$ cat src/rtl/handshake_pkg.sv
// Shared types and helpers for the handshake constant burst unit.
// FSM state encoding and the counter width rule.
package handshake_pkg;

  typedef enum logic {
    IDLE = 1'b0,
    EMIT = 1'b1
  } state_t;

  function automatic int cnt_width(input int n);
    int w;
    w = $clog2(n + 1);
    return (w > 1) ? w : 1;
  endfunction

endpackage

$ cat src/rtl/handshake_constant_burst.sv
// Emits REPEAT registered VALUE tokens per accepted ctrl token.
// Last-token cycle can accept a new ctrl token without a bubble.
module handshake_constant_burst
  import handshake_pkg::*;
#(
  parameter int          DATA_WIDTH = 32,
  parameter logic [63:0] VALUE      = 64'd0,
  parameter int          REPEAT     = 1
) (
  input  logic                  clk,
  input  logic                  rst,
  input  logic                  ctrl_valid,
  output logic                  ctrl_ready,
  output logic [DATA_WIDTH-1:0] outs,
  output logic                  outs_valid,
  input  logic                  outs_ready,
  output logic                  outs_last,
  output logic                  busy
);

  localparam int CNT_WIDTH = cnt_width(REPEAT);
  localparam logic [DATA_WIDTH-1:0] VAL =
    DATA_WIDTH'(VALUE);
  localparam logic [CNT_WIDTH-1:0] REP =
    CNT_WIDTH'(REPEAT);
  localparam logic LAST1 = (REPEAT == 1);

  state_t               state;
  logic [CNT_WIDTH-1:0] remaining;
  logic                 out_fire;
  logic                 ctrl_fire;

  assign out_fire   = outs_valid & outs_ready;
  // outs_last is only ever high in EMIT on the final token
  assign ctrl_ready = (state == IDLE)
                    | (outs_last & outs_ready);
  assign ctrl_fire  = ctrl_valid & ctrl_ready;
  assign busy       = (state == EMIT);

  always_ff @(posedge clk or negedge rst) begin
    if (!rst) begin
      state      <= IDLE;
      remaining  <= '0;
      outs_valid <= 1'b0;
      outs       <= '0;
      outs_last  <= 1'b0;
    end else begin
      unique case (state)
        IDLE: begin
          if (ctrl_fire) begin
            state      <= EMIT;
            remaining  <= REP;
            outs_valid <= 1'b1;
            outs       <= VAL;
            outs_last  <= LAST1;
          end
        end
        EMIT: begin
          if (out_fire) begin
            if (remaining == CNT_WIDTH'(1)) begin
              if (ctrl_fire) begin
                remaining  <= REP;
                outs_valid <= 1'b1;
                outs       <= VAL;
                outs_last  <= LAST1;
              end else begin
                state      <= IDLE;
                remaining  <= '0;
                outs_valid <= 1'b0;
                outs       <= '0;
                outs_last  <= 1'b0;
              end
            end else begin
              remaining <= remaining - CNT_WIDTH'(1);
              outs_last <= (remaining == CNT_WIDTH'(2));
            end
          end
        end
      endcase
    end
  end

endmodule

$ cat config.mk
export PLATFORM = sky130hd
export DESIGN_NAME = handshake_constant_burst
export DESIGN_NICKNAME = d
export VERILOG_FILES = /design/src/rtl/handshake_pkg.sv /design/src/rtl/handshake_constant_burst.sv
export SDC_FILE = /design/constraint.sdc
export NUM_CORES = 1
export LEC_CHECK = 0
export ABC_AREA = 1
export BUFFER_PORTS_ARGS = -buffer_cell sky130_fd_sc_hd__clkbuf_2
export CAP_MARGIN = 20
export CORE_UTILIZATION = 30
export CTS_CLUSTER_DIAMETER = 120
export CTS_CLUSTER_SIZE = 40
export DETAILED_ROUTE_END_ITERATION = 10
export HOLD_SLACK_MARGIN = 0.12
export PLACE_DENSITY = 0.78
export SLEW_MARGIN = 20
export SYNTH_ARGS = -nofsm -noshare
export SYNTH_HDL_FRONTEND = slang
export SYNTH_SLANG_ARGS = --single-unit
$ cat constraint.sdc
create_clock -name clk -period 1.1 [get_ports clk]
set_clock_uncertainty 0.2 [all_clocks]
set_input_delay 0.11 -clock clk [delete_from_list [all_inputs] [get_ports clk]]
set_output_delay 0.11 -clock clk [all_outputs]
set_load 0.02 [all_outputs]
Word level (Yosys, flattened, before mapping)

Index checks and enable logic that the tools add are counted.

Register bits after elaboration: 36
Latch bits: 0
Memory bits (writable): 0
ROM bits: 0
Memories kept: 0

Add/sub/neg operators: 1
Multiply operators: 0
Div/mod/pow operators: 0
$lt $le $gt $ge: 0
Eq/ne operators: 3
Shift-type cells: 0
Mux-type cells: 18
Bitwise gates (word level): 6
Reduce and logical (&&, ||, !) cells: 2

Operator list:

| operator            | count |
|---|---|
| $mux 32             | 3 |
| $pmux 32 s2         | 1 |
| $mux 1              | 10 |
| $pmux 1 s2          | 4 |
| $ne 2x1->1 const B  | 2 |
| $and 1x1->1         | 3 |
| $reduce_and 3->1    | 1 |
| $ne 2x2->1 const B  | 1 |
| $not 1->1           | 2 |
| $reduce_and 2->1    | 1 |
| $or 1x1->1          | 1 |
| $sub 1x1->1 const B | 1 |

Longest topological paths before layout

Gate-level depths: netlist (run 1).

Depth in word-level cells: 7
Depth in mapped cells: 6
Mapped depth without buffers: 6

Worst setup path after synthesis (run 1)

Ideal clock, no wire load.

Kind: reg-to-reg
Start point: register remaining
End point: register remaining
Arrival time: 970 ps
Data required time: 784 ps
Slack: -186 ps
Cell stages (with the launch flop): 7
Buffers on the path: 0
Path through: dfrtp_1 -> nand2_1 -> nand2_1 -> nand2_1 -> nand2_1 -> nand2_1 -> nand2_1

Word-level cells in the longest chain between the ends: 4

RTL lines:

| item                   | RTL line                       | source |
|---|---|---|
| start, declared        | handshake_constant_burst.sv:29 | `logic [CNT_WIDTH-1:0] remaining;` |
| start signal, assigned | handshake_constant_burst.sv:74 | `remaining <= remaining - CNT_WIDTH'(1);` |
| $sub 1x1->1            | handshake_constant_burst.sv:74 |  |
| $mux 1 (*)             | handshake_constant_burst.sv:60 | `if (remaining == CNT_WIDTH'(1)) begin` |
| $mux 1 (*)             | handshake_constant_burst.sv:59 | `if (out_fire) begin` |
| $pmux 1 s2 (*)         | handshake_constant_burst.sv:48 | `unique case (state)` |

Mark *: on every way between the ends. The rest lies on a longest branch, timed or not. The select of a mux whose other input is x is not followed.
A chain may end at the register's enable or synchronous reset.

==> results.txt, run 1 <==
The cell area that synthesis handed to floorplanning was about 400 µm². TritonCTS built the clock tree. STA classifies the critical path startpoint as a flip-flop. The sum of net half-perimeters after detailed placement is between 400 and 500 µm.

The number of global-route vias before repair is 260. The final worst-path cycle share is 114%. In this run the register-to-register setup slack is -130 ps. The remaining design rule violation count came out at 0. The met3 wire length is 35 µm.

Summed over all layers, the routed wires come to 807 µm. The vias after detailed routing came out at 300. After detailed routing, the number of vias per cell comes to around 3.4. Setup repair after global routing could not meet its margin everywhere. The worst hold slack across all endpoints is -68.8 ps.

The total power draw is a little over 400 µW. The critical path goes through nand2_2, nand2_4, buf_8. Signal routing reaches up to met3.

The synthesized instance count is 55. The most numerous cell in the Yosys netlist is buf_4. The final worst-path setup slack came out at -150 ps. Yosys attributes the largest share of cell area to buf_4, dfrtp_1, nand2_1, nand3_1, o211ai_1. The proportion of synthesized chip area in sequential cells is a little under a fifth.

The starting density of the core is 34.4%. The clock buffer count from CTS came out at 3. The count of cell instances traversed by the critical path came out at 3. The final-report hold violation count came out at 3. Clock latency on the worst-skew pair, taken at its later pin, is around 230 ps. The count of flip-flops with a built-in enable after synthesis is 0.

The register cell area after layout came out at just under 80 µm². The max-cap check violation count came out at 0. The per-cell routed wire length came out at 9.28 µm. The count of distinct cell types in the synthesized netlist is 10. The leakage power total is roughly 0.29 nW.

The deepest level of the CTS H-tree came out at 1. The number of synthesized register bits came out at 3. The first detailed-routing pass took 4 iterations. Buffers placed on the I/O ports in this run total 7. The number of max-slew violations in the final report came out at 0.

At the worst endpoint, the required time is slightly below 800 ps. The count of pins on the block boundary is 40. The worst setup path endpoint is ctrl_ready. For this design, the CTS-stage hold fixing added 3 buffers. The worst supply voltage drop on vdd is about 450 µV.

The full die area is approximately 1500 µm². The overall fraction of global-route tracks in use came out at 12.6%. Sorting the synthesized cells by how often they occur yields buf_4, nand2_1, dfrtp_1.

The worst path in the final design needs a cycle of about 1300 ps, including I/O delays and setup. The number of antenna-violating nets in the routed design came out at 0. The number of sinks on the clock net is 3. The fraction of post-synthesis cell area in the top cell type by area came out at between 50 and 60%. The total congestion overflow is 0. For this run, the slowest stage of the critical path takes 410 ps. The run finished, with violations left. The detailed-routed wire length on met2 came out at 544 µm.

Tracing the worst setup path back leads to its startpoint at remaining. The flip-flop cell with the highest count after synthesis is dfrtp_1. The area of the core region is approximately 1200 µm². The detailed-route wire length on metal 1 is ~230 µm. The post-synthesis cell type with the largest combined area is buf_4. The area used by multi-input combinational logic came out at between 200 and 250 µm². 0 antenna diodes ended up in the layout. The number of standard-cell rows in the floorplan came out at 12. The final setup violation count is 7. The startpoint identified for the worst register-to-register timing path is remaining. The relative area change from synthesis to final layout is 23.9%. At the worst endpoint, the arrival time is between 900 and 1000 ps. The final reports fail on negative hold slack, negative setup slack. The buffer and inverter count on the worst path is 1.

On the critical path, the stage with the largest delay is an instance of dfrtp_2. The number of inserted filler cells in the final layout came out at roughly 120. Yosys printed 0 warnings. The core utilization of the finished layout came out at between 40% and 50%. Of all nets on the critical path, the largest fanout is 3.

The worst setup path is captured at an output pin. The depth of the most critical reg-to-reg path is 7. The chip height came out at about 39 µm.

In this run the critical register-to-register path is captured at remaining. The peak clock frequency supported by timing came out at ~0.80 GHz. The final weighted congestion in routability-driven placement came out at just under 0.8. The power density over the cells came out at about 820 nW/µm². In this run the worst hold path is classified as input pin to async pin. The fraction of final layout cells with drive strength greater than 1 came out at about a third.

Averaged over all synthesized cells, the footprint is approximately 7.3 µm². The largest net degree at the start of global routing came out at 5. The largest delay contributor family on the critical path is flip-flops. The clock slew at the register clock pins of the worst setup and hold paths is 40 ps. The wire length of the first global-routing pass came out at about 1100 µm. The initial DRC count came out at 6. The floorplan step set the die width to 38.6 µm.

The net count of the finished layout came out at a little under 80. The share of synthesized registers carrying an async set or reset came out at 100%. The worst setup path is of the flip-flop to output pin kind. The tree is rooted in a clkbuf_4. The number of antenna violations at the first check in global routing is 0. The clock passes through at most 2 buffers.
==> cell type report <==
type	count	area share, %
tap	14	3.51
sequential	3	15.5
clock buffer	4	5.26
inverter	2	2.01
multi-input combinational	49	42.4
timing repair buffer	15	31.3
==> stage by stage <==
step | hold WS [ps] | area [µm²] | setup WS (ps) | TNS (ps) | std cells
floorplan | -386 | 532 | -51.6 | -95.2 | 86
global placement | -293 | 367 | 6.11 | 0 | 78
detailed placement | -292 | 367 | -11.4 | -11.4 | 78
CTS | 31.1 | 497 | -148 | -736 | 88
global route | -41.1 | 499 | -181 | -1060 | 87
finish | -68.8 | 499 | -150 | -786 | 87
==> kinds of logic after synthesis <==
kind of cell	Yosys count	synth area share, %
and+or+nand+nor	15	15.2
DFF	3	18.6
other	1	0.931
buffers and inverters	34	61.5
AOI/OAI and AO/OA	2	3.73
==> what timing repair did <==
action | 4_1_cts | 5_1_grt
endpoints found under the setup margin | 5 | 10
gates resized for setup | 11 | 5
buffers inserted | 3 | 1
hold endpoints to repair | 6 | 4
pin swaps | 3 | 2
==> registers in the layout, indices dropped and copies added, names as in the netlist <==
signal / cells
busy: 1
outs_valid: 1
remaining: 1
==> worst min path at each step <==
stage | from | end | depth (start not counted)
detailed placement | rst | outs_valid | 1
CTS | outs_ready | remaining | 4
floorplan | rst | busy | 0
finish | rst | outs_valid | 1
global route | rst | outs_valid | 1
global placement | rst | outs_valid | 1
==> cell usage in the layout, fill, tap and decap left out, drive strengths merged <==
| cell | n |
|---|---|
| conb | 32 |
| o211ai | 1 |
| dlygate4sd3 | 2 |
| o21bai | 1 |
| dfrtp | 3 |
| nand2 | 12 |
| clkbuf | 7 |
| inv | 2 |
| buf | 10 |
| nand3 | 2 |
| or2 | 1 |
==> power by group <==
group / total, mW / switching (mW) / internal [mW]
sequential: 0.111 / 0 / 0.111
clock: 0.188 / 0.0523 / 0.136
combinational: 0.112 / 0.104 / 0.00771
total: 0.411 / 0.156 / 0.254
==> per-layer routing <==
| layer | global-route usage, % | vias to the layer above |
|---|---|---|
| li1 | - | 140 |
| met2 | 25.4 | 20 |
| met4 | 7.76 | 0 |
| met5 | 0 | - |
| met1 | 10.1 | 140 |
| met3 | 3.47 | 0 |
No activity file was read; power rests on OpenSTA's default activity.
==> run 2, diff against run 1 <==
CORE_AREA = 2 2 39 41   (was not set)
CORE_UTILIZATION = not set   (was 30)
DIE_AREA = 0 0 41 43   (was not set)
PLACE_DENSITY = 0.7   (was 0.78)
==> results.txt, run 2 (same netlist as run 1, synthesis figures left out) <==
The flow ran to the end, but the final reports show violations. The per-cell routed wire length came to 6.31 µm (-32%). The clock buffer count from CTS was 3 (unchanged).

The cell family contributing the most delay on the critical path is flip-flops. The shortest clock period the worst path allows after layout is 1230 ps (-18.2 ps). The number of max-slew violations in the final report came out at 0 (unchanged).

The starting density of the core is 29.1% (-5.3 points). The cell chosen for the clock root is clkbuf_4. The count of pins on the block boundary came out at 40 (unchanged). The leakage power total is 0.300 nW (+2.3%). TritonCTS built the clock tree.

The deepest level of the CTS H-tree came out at 1 (unchanged). The buffer depth of the longest clock path is 2 (unchanged). The startpoint of the worst setup timing path is busy. The count of hold buffers inserted by post-cts repair is 3 (unchanged).

The peak clock frequency supported by timing is 0.812 GHz (+1.5%). The area used by multi-input combinational logic came out at 209 µm² (-1.2%). The max-cap check violation count is 0 (unchanged). The clock insertion delay at the later pin of the skew report came out at 230 ps (about the same). In this run the critical register-to-register path is captured at remaining. The maximum fanout count along the critical path is 3 (unchanged). The clock slew at the register clock pins of the worst setup and hold paths is 30 ps (about the same).

The worst path arrival time is 920 ps (-20 ps). The number of sinks on the clock net came out at 3 (unchanged). The register-to-register setup slack came out at -100 ps (+30 ps).

The number of standard-cell rows in the floorplan came to 14 (+2). The area of placed instances is 377 µm² (+2.7%). The sum of net half-perimeters after detailed placement is 468 µm (+7.1%).

The full die area came out at 1760 µm² (+18%). The chip height came out at 43 µm (+11%). The critical path endpoint category is an output pin. The met3 wire length came out at 78 µm (+120%). The sum of negative setup slack is -634 ps (+152 ps). The final-report hold violation count is 0 (-3). The overall fraction of global-route tracks in use came out at 7.65% (-4.9 points). The final standard cell area without fillers is 509 µm² (+2.0%). The final worst-path setup slack came out at -132 ps (+18.2 ps).

The area growth from synthesis to layout is 26.4%. The initial DRC count came out at 3 (-3). The leading cell type in the layout, fill and taps excluded is conb_1. The peak per-stage delay on the critical path came to 410 ps (about the same). The core utilization of the finished layout came out at 36.8% (-5.8 points).

Setup repair after global routing could not meet its margin everywhere. The largest net degree at the start of global routing came to 5 (unchanged). The count of input and output buffers came out at 7 (unchanged). The count of inserted antenna diode cells came out at 0 (unchanged).

The top cell types in the final layout, fill and taps aside, are conb_1, nand2_1, buf_4. The startpoint identified for the worst register-to-register timing path is remaining. The fraction of final layout cells with drive strength greater than 1 came out at 30.7% (-0.84 points). The per-cell via count in the routed design is 3.25 (-5.7%).

The total power draw came out at 414 µW (+0.80%). The count of cell instances traversed by the critical path came out at 3 (unchanged). The register cell area after layout came to 77.6 µm² (unchanged). The final reports fail on negative setup slack. Walking the worst path, the cells encountered are buf_6, nand2_4, buf_8. The detailed-routed wire length on met2 came out at 283 µm (-48%). The final worst-path cycle share is 112% (-1.7 points).

In this run the worst hold path is classified as input pin to flip-flop. The detailed-route wire length on metal 1 came out at 205 µm (-9.7%). Routed signal wires occupy layers up through met4.

The required time of the worst setup path is 790 ps (about the same). The buffer and inverter count on the worst path is 2 (+1). The number of global-route vias before repair is 226 (-13%). The wire length of the first global-routing pass is 821 µm (-28%).

The total congestion overflow is 0 (unchanged). The number of inserted filler cells in the final layout is 154 (+32%). The worst hold slack across all endpoints is 36.8 ps (+106 ps). The number of antenna-violating nets in the routed design came to 0 (unchanged). The largest individual stage delay along the critical path comes from the cell dfrtp_2. The vias after detailed routing came out at 296 (-1.3%). The overall routed net length is 574 µm (-29%). The die span in x is 41 µm (+6.1%). The depth of the most critical reg-to-reg path is 7 (unchanged). STA classifies the critical path startpoint as a flip-flop. The power density over the cells is 813 nW/µm² (-1.2%). The worst supply voltage drop on vdd came to 369 µV (-17%). The final weighted congestion in routability-driven placement is 0.530 (-32%).

The area of the core region came to 1380 µm² (+18%). The number of antenna violations at the first check in global routing came out at 0 (unchanged). The worst setup path is of the flip-flop to output pin kind. The final setup violation count came out at 7 (unchanged). The net count of the finished layout was 80 (+2.6%). The remaining design rule violation count came out at 0 (unchanged). Following the worst setup path forward leads to its endpoint at ctrl_ready. The first-pass iteration count of the detailed router is 2 (-2).
==> run 2: cell types whose count changed in the layout (fill, tap and decap cells not counted), sizes merged <==
| cell | delta |
|---|---|
| clkbuf | +2 |
| buf | -1 |
| dlygate4sd3 | +1 |
==> run 2: worst min path at each step <==
| stage | start | endpoint | slack (ps) | depth (start not counted) |
|---|---|---|---|---|
| CTS | outs_ready | remaining | 30 | 4 |
| global route | outs_ready | outs_valid | 90 | 5 |
| detailed placement | rst | outs_valid | -290 | 1 |
| global placement | rst | outs_valid | -290 | 1 |
| floorplan | rst | busy | -390 | 0 |
| finish | outs_ready | remaining | 40 | 4 |
==> run 2: routing by layer <==
metal  vias up  global-route usage [%]
li1        147                       -
met1       127                    8.09
met2        20                    9.38
met3         2                    6.28
met4         0                    6.00
met5         -                       0
==> run 2: final cells by class <==
cell class | count | area share, %
clock buffers | 4 | 5.16
inverters | 2 | 1.97
multi-input cells | 49 | 41.0
flip-flops and latches | 3 | 15.2
well taps | 16 | 3.93
repair buffers | 17 | 32.7
==> run 2: per-stage QoR <==
step | setup slack (ps) | cells
floorplan | -51.6 | 86
global placement | 5.77 | 81
detailed placement | 1.92 | 81
CTS | -166 | 91
global route | -174 | 91
finish | -132 | 91
==> run 2: where the power goes <==
group | leakage (nW) | switching (mW) | internal [mW]
Combinational | 0.250 | 0.103 | 0.0111
Clock | 0.0150 | 0.0530 | 0.136
Sequential | 0.0347 | 0 | 0.111
==> run 2: what timing repair did <==
action                                 in CTS  in global routing
resized for setup                          11                  4
setup endpoints to repair                   5                  7
pin swaps                                   3                  0
setup buffers                               3                  0
endpoints found under the hold margin       6                  2
==> run 2: tightest hold or removal path, cell delays in order <==
cell,delay [ps]
clkbuf_2,90
nand3_1,110
nand2_1,60
nand2_1,60
